==> config.mk <==
export PLATFORM = sky130hd
export DESIGN_NAME = aes_round_ctrl_flat
export DESIGN_NICKNAME = d
export VERILOG_FILES = /design/src/rtl/aes_round_ctrl_if.sv /design/src/rtl/aes_round_ctrl.sv /design/src/flat_wrapper.sv
export SDC_FILE = /design/constraint.sdc
export NUM_CORES = 1
export LEC_CHECK = 0
export CORE_AREA = 3 3 47 49
export CTS_CLUSTER_SIZE = 30
export DETAILED_ROUTE_END_ITERATION = 10
export DIE_AREA = 0 0 50 52
export GPL_ROUTABILITY_DRIVEN = 0
export SYNTH_ARGS = -nofsm -noshare
export SYNTH_HDL_FRONTEND = slang
export SYNTH_SLANG_ARGS = --single-unit
export TNS_END_PERCENT = 100
==> constraint.sdc <==
create_clock -name clk_i -period 5.3 [get_ports clk_i]
set_clock_uncertainty 0.05 [all_clocks]
set_input_delay 1.06 -clock clk_i [delete_from_list [all_inputs] [get_ports clk_i]]
set_output_delay 1.06 -clock clk_i [all_outputs]
set_load 0.005 [all_outputs]
==> src/rtl/aes_round_ctrl_if.sv <==
// Host/datapath handshake bundle for aes_round_ctrl.
// AES_CTRL_DEC_EN adds the dec_i direction select.
interface aes_round_ctrl_if #(
  parameter int CNT_W = 4
);
`ifdef AES_CTRL_DEC_EN
  logic             dec_i;
`endif
  logic             start_i;
  logic [1:0]       key_len_i;
  logic             stall_i;
  logic             ack_i;
  logic             ready_o;
  logic             load_o;
  logic             step_o;
  logic             round_sel_o;
  logic             mix_en_o;
  logic [CNT_W-1:0] round_o;
  logic             done_o;
  logic             err_o;

  modport master (
`ifdef AES_CTRL_DEC_EN
    output dec_i,
`endif
    output start_i, key_len_i, stall_i, ack_i,
    input  ready_o, load_o, step_o, round_sel_o, mix_en_o, round_o, done_o, err_o
  );

  modport slave (
`ifdef AES_CTRL_DEC_EN
    input  dec_i,
`endif
    input  start_i, key_len_i, stall_i, ack_i,
    output ready_o, load_o, step_o, round_sel_o, mix_en_o, round_o, done_o, err_o
  );
endinterface

==> src/rtl/aes_round_ctrl.sv <==
// AES round sequencer: IDLE -> LOAD -> ROUND -> FINAL -> DONE, 10/12/14 rounds.
// Optional AES_CTRL_DEC_EN build: round_o counts down for decryption.
module aes_round_ctrl #(
  parameter int NR128 = 10,
  parameter int NR192 = 12,
  parameter int NR256 = 14,
  parameter int CNT_W = 4
) (
  input  logic           clk_i,
  input  logic           rst_i,
  aes_round_ctrl_if.slave bus
);

  localparam logic [2:0] S_IDLE  = 3'd0;
  localparam logic [2:0] S_LOAD  = 3'd1;
  localparam logic [2:0] S_ROUND = 3'd2;
  localparam logic [2:0] S_FINAL = 3'd3;
  localparam logic [2:0] S_DONE  = 3'd4;

  logic [2:0]       state_q, state_d;
  logic [CNT_W-1:0] cnt_q, cnt_d;
  logic [CNT_W-1:0] nr_q, nr_d;
  logic             err_q, err_d;
  logic             dec_q, dec_d;
  logic [CNT_W-1:0] nr_sel;
  logic             dec_in;
  logic             active;

`ifdef AES_CTRL_DEC_EN
  assign dec_in = bus.dec_i;
`else
  assign dec_in = 1'b0;
`endif

  always_comb begin
    nr_sel = CNT_W'(NR128);
    case (bus.key_len_i)
      2'b01:   nr_sel = CNT_W'(NR192);
      2'b10:   nr_sel = CNT_W'(NR256);
      default: nr_sel = CNT_W'(NR128);
    endcase
  end

  // Counter tracks the forward round index; FINAL holds it at nr.
  always_comb begin
    state_d = state_q;
    cnt_d   = cnt_q;
    nr_d    = nr_q;
    err_d   = 1'b0;
    dec_d   = dec_q;
    case (state_q)
      S_IDLE: begin
        if (bus.start_i) begin
          if (bus.key_len_i == 2'b11) begin
            err_d = 1'b1;
          end else begin
            nr_d    = nr_sel;
            cnt_d   = '0;
            dec_d   = dec_in;
            state_d = S_LOAD;
          end
        end
      end
      S_LOAD: begin
        if (!bus.stall_i) begin
          cnt_d   = cnt_q + 1'b1;
          state_d = S_ROUND;
        end
      end
      S_ROUND: begin
        if (!bus.stall_i) begin
          cnt_d = cnt_q + 1'b1;
          if (cnt_q == nr_q - 1'b1) state_d = S_FINAL;
        end
      end
      S_FINAL: begin
        if (!bus.stall_i) state_d = S_DONE;
      end
      S_DONE: begin
        if (bus.ack_i) state_d = S_IDLE;
      end
      default: state_d = S_IDLE;
    endcase
  end

  always_ff @(posedge clk_i or posedge rst_i) begin
    if (rst_i) begin
      state_q <= S_IDLE;
      cnt_q   <= '0;
      nr_q    <= CNT_W'(NR128);
      err_q   <= 1'b0;
      dec_q   <= 1'b0;
    end else begin
      state_q <= state_d;
      cnt_q   <= cnt_d;
      nr_q    <= nr_d;
      err_q   <= err_d;
      dec_q   <= dec_d;
    end
  end

  assign active = (state_q == S_LOAD) || (state_q == S_ROUND) || (state_q == S_FINAL);

  always_comb begin
    bus.ready_o     = (state_q == S_IDLE);
    bus.load_o      = (state_q == S_LOAD);
    bus.step_o      = active && !bus.stall_i;
    bus.round_sel_o = (state_q == S_ROUND) || (state_q == S_FINAL);
    bus.mix_en_o    = (state_q == S_ROUND);
    bus.done_o      = (state_q == S_DONE);
    bus.err_o       = err_q;
    bus.round_o     = '0;
    // Decrypt walks the key schedule backwards: nr at LOAD, 0 at FINAL.
    if (active) bus.round_o = dec_q ? (nr_q - cnt_q) : cnt_q;
  end

endmodule

==> src/flat_wrapper.sv <==
// flat-port wrapper written by rule: the top's interface ports become plain ports
module aes_round_ctrl_flat 
#(
  parameter int NR128 = 10,
  parameter int NR192 = 12,
  parameter int NR256 = 14,
  parameter int CNT_W = 4
)
  (clk_i, rst_i, bus_start_i, bus_key_len_i, bus_stall_i, bus_ack_i, bus_ready_o, bus_load_o, bus_step_o, bus_round_sel_o, bus_mix_en_o, bus_round_o, bus_done_o, bus_err_o);
  aes_round_ctrl_if #(.CNT_W(CNT_W)) bus_i ();
  input  logic clk_i;
  input  logic rst_i;
  input wire logic [$bits(bus_i.start_i)-1:0] bus_start_i;
  input wire logic [$bits(bus_i.key_len_i)-1:0] bus_key_len_i;
  input wire logic [$bits(bus_i.stall_i)-1:0] bus_stall_i;
  input wire logic [$bits(bus_i.ack_i)-1:0] bus_ack_i;
  output wire logic [$bits(bus_i.ready_o)-1:0] bus_ready_o;
  output wire logic [$bits(bus_i.load_o)-1:0] bus_load_o;
  output wire logic [$bits(bus_i.step_o)-1:0] bus_step_o;
  output wire logic [$bits(bus_i.round_sel_o)-1:0] bus_round_sel_o;
  output wire logic [$bits(bus_i.mix_en_o)-1:0] bus_mix_en_o;
  output wire logic [$bits(bus_i.round_o)-1:0] bus_round_o;
  output wire logic [$bits(bus_i.done_o)-1:0] bus_done_o;
  output wire logic [$bits(bus_i.err_o)-1:0] bus_err_o;
  assign bus_i.start_i = bus_start_i;
  assign bus_i.key_len_i = bus_key_len_i;
  assign bus_i.stall_i = bus_stall_i;
  assign bus_i.ack_i = bus_ack_i;
  assign bus_ready_o = bus_i.ready_o;
  assign bus_load_o = bus_i.load_o;
  assign bus_step_o = bus_i.step_o;
  assign bus_round_sel_o = bus_i.round_sel_o;
  assign bus_mix_en_o = bus_i.mix_en_o;
  assign bus_round_o = bus_i.round_o;
  assign bus_done_o = bus_i.done_o;
  assign bus_err_o = bus_i.err_o;
  aes_round_ctrl #(.NR128(NR128), .NR192(NR192), .NR256(NR256), .CNT_W(CNT_W)) u_core (.clk_i(clk_i), .rst_i(rst_i), .bus(bus_i));
endmodule
==> impl_metrics.json, run 1 <==
{
  "die_h_um": 52,
  "drc": 0,
  "final_util": 0.453,
  "synthTopCellsByCount": "9 x dfrtp_1, 6 x inv_1, 5 x nand2_1, 5 x nor2_1, 5 x xor2_1",
  "synth_mux_area_frac": 0.0550,
  "hold_buffers": 0,
  "synth_cells": 69,
  "num_antenna_cells": 0,
  "grt_pass1_vias": 519,
  "clk_latency_ps": 260,
  "via_per_inst": 4.59,
  "routedWlPerCell_um": 11.2,
  "powerDensity_nw_per_um2": 543,
  "share_seq_of_total_power": 0.340,
  "io_pins": 18,
  "regToRegSetupSlack_ps": 3330,
  "max_stage_delay_ps": 520,
  "cts_max_level": 1,
  "cts_tree": "built",
  "synth_cell_type_count": 24,
  "yosys_warnings": 0,
  "hpwl_mm": 1.00,
  "crit_required_ps": 4190,
  "min_to": "u_core.nr_q[2]",
  "synth.top_cell.area_share": 0.354,
  "grt_max_degree": 12,
  "hold_path_depth": 2,
  "finalWorstSetupSlack_ps": 1920,
  "cpMostUsedCell": "clkdlybuf4s50_1",
  "hold_viol": 0,
  "worst_pin_slew_ps": 379,
  "synth-main-ff-cell": "dfrtp_1",
  "yosys.area_share.simple": 0.244,
  "maxSlewHeadroom": 0.747,
  "num_vias": 523,
  "first_iter_violations": 5,
  "syn_avg_cell_area_um2": 9.23,
  "io_buffer_count": 17,
  "cts_root_buf": "clkbuf_4",
  "cts_buffer_depth": 2,
  "reg2regPathDepth": 6,
  "path_cells": "clkdlybuf4s50_1, nor3_1, clkdlybuf4s50_1",
  "min_period_ps": 3380,
  "vdd_drop_max_mv": 0.254,
  "dieArea_um2": 2600,
  "worst-setup-path-type": "primary input to primary output",
  "synth_area_leaders": "dfrtp_1 35%, ha_1 7.9%, xor2_1 6.9%",
  "hp-class": "flip-flop to flip-flop",
  "combPwrFrac": 0.515,
  "place_ws_ps": 1910,
  "grt_pass1_wl_mm": 2.24,
  "grt.total_usage": 0.113,
  "clk_pin_slew_worst_paths_ps": 60,
  "n_fill_cell": 194,
  "p_int_w": 0.000292,
  "syn_area_um2": 637,
  "row_count": 16,
  "yosysTopAreaCell": "dfrtp_1",
  "synth_fa_ha_area_frac": 0.0786,
  "drive_gt1_frac": 0.0805,
  "crit_path_start_kind": "primary input",
  "postCtsSetupBuffers": 0,
  "cp_max_fo": 5,
  "status": "complete, no violations",
  "finalSetupTns_ps": 0,
  "swShare": 0.375,
  "fin_crit_sh": 0.639,
  "core-area_um2": 1900,
  "final_nets": 99,
  "synth_most_common_cell": "dfrtp_1",
  "crit_slowest_cell": "clkdlybuf4s50_1",
  "clkPwrFrac": 0.145,
  "synth_compound_area_frac": 0.0707,
  "crit_family": "buffers and inverters",
  "synthArstFlopShare": 1.00,
  "drv_cap": 0,
  "synthXorXnorAreaFrac": 0.0963,
  "rr_endpoint": "u_core.state_q[0]",
  "cts-resized-gates": 0,
  "synth_edf_count": 0,
  "start_util": 0.335,
  "ys_seq_area_frac": 0.395,
  "antenna_found_initial": 0,
  "syn_nets": 80,
  "slew_violations": 0,
  "grt_setup_unrepaired": "false",
  "timing.rr.start": "u_core.nr_q[1]",
  "first_pass_iters": 2,
  "area_delta_synth_final_pct": 35.2,
  "die_w_um": 50,
  "synth_top_family_by_area": "simple AND/OR/NAND/NOR gates",
  "cp-end-kind": "primary output",
  "cp_num_buf_inv": 2,
  "antenna_left": 0,
  "numCtsBuffers": 3,
  "critPathArrivalTime_ps": 2270,
  "finalSetupViolations": 0,
  "clock-sinks": 10,
  "globalRouteOverflowTotal": 0,
  "p_leak_nw": 0.397,
  "ys_seq_elements": 10,
  "min_from": "u_core.nr_q[2]",
  "clock.fmax_mhz": 295,
  "routed_wl_mm": 1.28,
  "power_switching_w": 0.000175
}
cells by family after synthesis:
| logic type | after synthesis |
|---|---|
| buffers and inverters | 9 |
| AOI/OAI and AO/OA | 7 |
| and+or+nand+nor | 29 |
| xor gates and xnor gates | 7 |
| DFF | 10 |
| adders and majority gates | 4 |
| muxes | 3 |
layout by cell type, fill, tap and decap left out, types with 4 or more instances in the layout:
cell | synthesis | layout
and2_1 | 4 | 4
clkdlybuf4s50_1 | 0 | 17
dfrtp_1 | 9 | 9
ha_1 | 4 | 4
inv_1 | 6 | 6
nand2_1 | 5 | 5
nor2_1 | 5 | 5
nor2b_1 | 4 | 4
xor2_1 | 5 | 5
sequential cells by signal, indices dropped and copies added (netlist names):
| register | flops |
|---|---|
| u_core.bus.err_o | 1 |
| u_core.nr_q | 2 |
| u_core.cnt_q | 4 |
| u_core.state_q | 3 |
worst max path at each step:
| stage | depth (start not counted) | from | slack, ps | end |
|---|---|---|---|---|
| final | 3 | bus_stall_i | 1920 | bus_step_o |
| after global routing | 3 | bus_stall_i | 1890 | bus_step_o |
| after CTS | 3 | bus_stall_i | 1910 | bus_step_o |
| after detailed placement | 3 | bus_stall_i | 1910 | bus_step_o |
| after global placement | 3 | bus_stall_i | 1940 | bus_step_o |
| after floorplan | 1 | bus_stall_i | 2930 | bus_step_o |
metrics by stage:
| stage | power, W | cells | cell area [µm²] | hold WS [ps] |
|---|---|---|---|---|
| 2_1_floorplan | 0.000308 | 69 | 637 | 400 |
| 3_3_place_gp | 0.000400 | 110 | 825 | 422 |
| 3_5_place_dp | 0.000404 | 110 | 825 | 430 |
| 4_1_cts | 0.000474 | 114 | 861 | 445 |
| 5_1_grt | 0.000506 | 114 | 861 | 472 |
| 6_report | 0.000468 | 114 | 861 | 440 |
worst register-to-register path: stages, from the launching register on:
cell and delay, ps:
dfstp_2 560, inv_1 50, ha_1 290, xnor2_1 140, nor3b_1 70, a311o_1 400, mux2_4 310
per-layer routing:
| layer | track usage | up-vias | routed length [µm] |
|---|---|---|---|
| li1 | - | 268 | - |
| met1 | 0.126 | 237 | 637 |
| met3 | 0.0115 | 2 | 45 |
| met5 | 0 | - | 0 |
| met2 | 0.207 | 16 | 583 |
| met4 | 0.0691 | 0 | 11 |
power by group through the flow:
stage	Clock [W]	Combinational [W]	Sequential (W)
floorplan	0	0.000182	0.000126
global placement	0	0.000243	0.000157
detailed placement	0	0.000244	0.000160
CTS	0.0000707	0.000245	0.000158
global route	0.0000729	0.000268	0.000165
finish	0.0000680	0.000241	0.000159
area by class of cell:
class	instances	area, µm²	area share
timing repair buffer	17	170	0.198
multi-input combinational	50	347	0.403
sequential	10	251	0.292
inverter	6	22.5	0.0262
clock buffer	4	36.3	0.0422
tap	27	33.8	0.0392
Note: power is estimated with default switching activity, not from simulation.
==> inputs of run 2 (changes only) <==
==> constraint.sdc (replaced) <==
create_clock -name clk_i -period 3.04 [get_ports clk_i]
set_clock_uncertainty 0.05 [all_clocks]
set_input_delay 0.608 -clock clk_i [delete_from_list [all_inputs] [get_ports clk_i]]
set_output_delay 0.608 -clock clk_i [all_outputs]
set_load 0.005 [all_outputs]
==> impl_metrics.json, run 2 (synthesis results as in run 1) <==
{
  "drive_gt1_frac": 0.0805,
  "antenna_found_initial": 0,
  "first_iter_violations": 5,
  "finalSetupViolations": 0,
  "final_nets": 99,
  "max_flop_register": "u_core.cnt_q",
  "finish.instance_area_um2": 861,
  "clk_pin_slew_worst_paths_ps": 60,
  "clock.fmax_mhz": 405,
  "worst_pin_slew_ps": 367,
  "fin_crit_sh": 0.813,
  "worst-setup-path-type": "primary input to primary output",
  "routed_wl_mm": 1.22,
  "start_util": 0.335,
  "hp-class": "flip-flop to flip-flop",
  "cts-resized-gates": 0,
  "cp_num_buf_inv": 2,
  "globalRouteOverflowTotal": 0,
  "whs_ps": 441,
  "maxSlewHeadroom": 0.755,
  "crit_slowest_cell": "clkdlybuf4s50_1",
  "cts_root_buf": "clkbuf_4",
  "min_period_ps": 2470,
  "vdd_drop_max_mv": 0.412,
  "num_vias": 528,
  "area_delta_synth_final_pct": 35.2,
  "critPathArrivalTime_ps": 1810,
  "routedWlPerCell_um": 10.7,
  "status": "complete, no violations",
  "finalSetupTns_ps": 0,
  "grt_pass1_wl_mm": 2.15,
  "hpwl_um": 995,
  "hold_viol": 0,
  "powerDensity_nw_per_um2": 943,
  "drc": 0,
  "cpMostUsedCell": "clkdlybuf4s50_1",
  "mostFrequentLayoutCells": "17 x clkdlybuf4s50_1, 9 x dfrtp_1, 6 x inv_1",
  "die_w_um": 50,
  "finalPower_w": 0.000812,
  "postCtsSetupBuffers": 0,
  "crit_path_start_kind": "primary input",
  "crit_family": "buffers and inverters",
  "cp-end-kind": "primary output",
  "slew_violations": 0,
  "largest_reg_flops": 4,
  "cp_max_fo": 5,
  "path_cells": "clkdlybuf4s50_1, nor3_1, clkdlybuf4s50_1",
  "crit_required_ps": 2380,
  "final_common_cell": "clkdlybuf4s50_1",
  "first_pass_iters": 4,
  "clk_latency_ps": 260,
  "clock-sinks": 10,
  "hold_buffers": 0,
  "grt.total_usage": 0.108,
  "cts_tree": "built",
  "top_regs": "u_core.cnt_q: 4 flops, u_core.state_q: 3 flops, u_core.nr_q: 2 flops",
  "row_count": 16,
  "drv_cap": 0,
  "p_leak_nw": 0.397,
  "place_area_um2": 825,
  "grt_pass1_vias": 507,
  "dieArea_um2": 2600,
  "num_antenna_cells": 0,
  "via_per_inst": 4.63,
  "max_stage_delay_ps": 520,
  "die_h_um": 52,
  "antenna_left": 0,
  "grt_setup_unrepaired": "false",
  "io_pins": 18,
  "grt_max_degree": 12,
  "numCtsBuffers": 3,
  "cts_buffer_depth": 2,
  "cts_max_level": 1,
  "core-area_um2": 1900,
  "io_buffer_count": 17
}
run 2: cell counts in the layout (fill, tap and decap cells not counted):
No cell type changed its count.
run 2: power breakdown:
group | total, W | switching, W | leakage, nW | internal (W)
sequential | 0.000274 | 0.0000848 | 0.128 | 0.000189
combinational | 0.000420 | 0.000172 | 0.249 | 0.000248
clock | 0.000118 | 0.0000449 | 0.0210 | 0.0000726
total | 0.000812 | 0.000302 | 0.397 | 0.000510
run 2: final cells by class:
type / instances / area, µm²
clock buffer: 4 / 36.3
fill: 196 / 1040
inverter: 6 / 22.5
multi-input combinational: 50 / 347
sequential: 10 / 251
tap: 27 / 33.8
timing repair buffer: 17 / 170
run 2: worst register-to-register path, stage by stage, from the launching register on:
cell and delay (ps):
dfstp_2 560, inv_1 50, ha_1 290, xnor2_1 160
nor3b_1 70, a311o_1 390, mux2_4 300
run 2: final timing paths:
check / start / end / slack [ps] / cells past startpoint
worst max-delay path: bus_stall_i / bus_step_o / 570 / 3
worst min-delay path: u_core.nr_q[2] / u_core.nr_q[2] / 440 / 2
worst max register to register: u_core.nr_q[1] / u_core.state_q[0] / 1060 / 6
worst min register to register: u_core.nr_q[2] / u_core.nr_q[2] / 440 / 2
max in group asynchronous: rst_i / u_core.nr_q[1] / 2070 / 2
min in group asynchronous: rst_i / u_core.state_q[0] / 570 / 2
run 2: layer usage:
layer  global-route usage  vias up  share of wire
li1                     -      266              -
met1                0.126      244           0.48
met2                0.187       18           0.48
met3               0.0143        0          0.044
met4               0.0691        0              0
met5                    0        -              0
run 2: through the flow:
stage | cells | worst slack, ps | utilization
floorplan | 69 | 1170 | -
global placement | 110 | 587 | 0.434
detailed placement | 110 | 571 | 0.434
CTS | 114 | 566 | 0.453
global route | 114 | 543 | 0.453
finish | 114 | 569 | 0.453
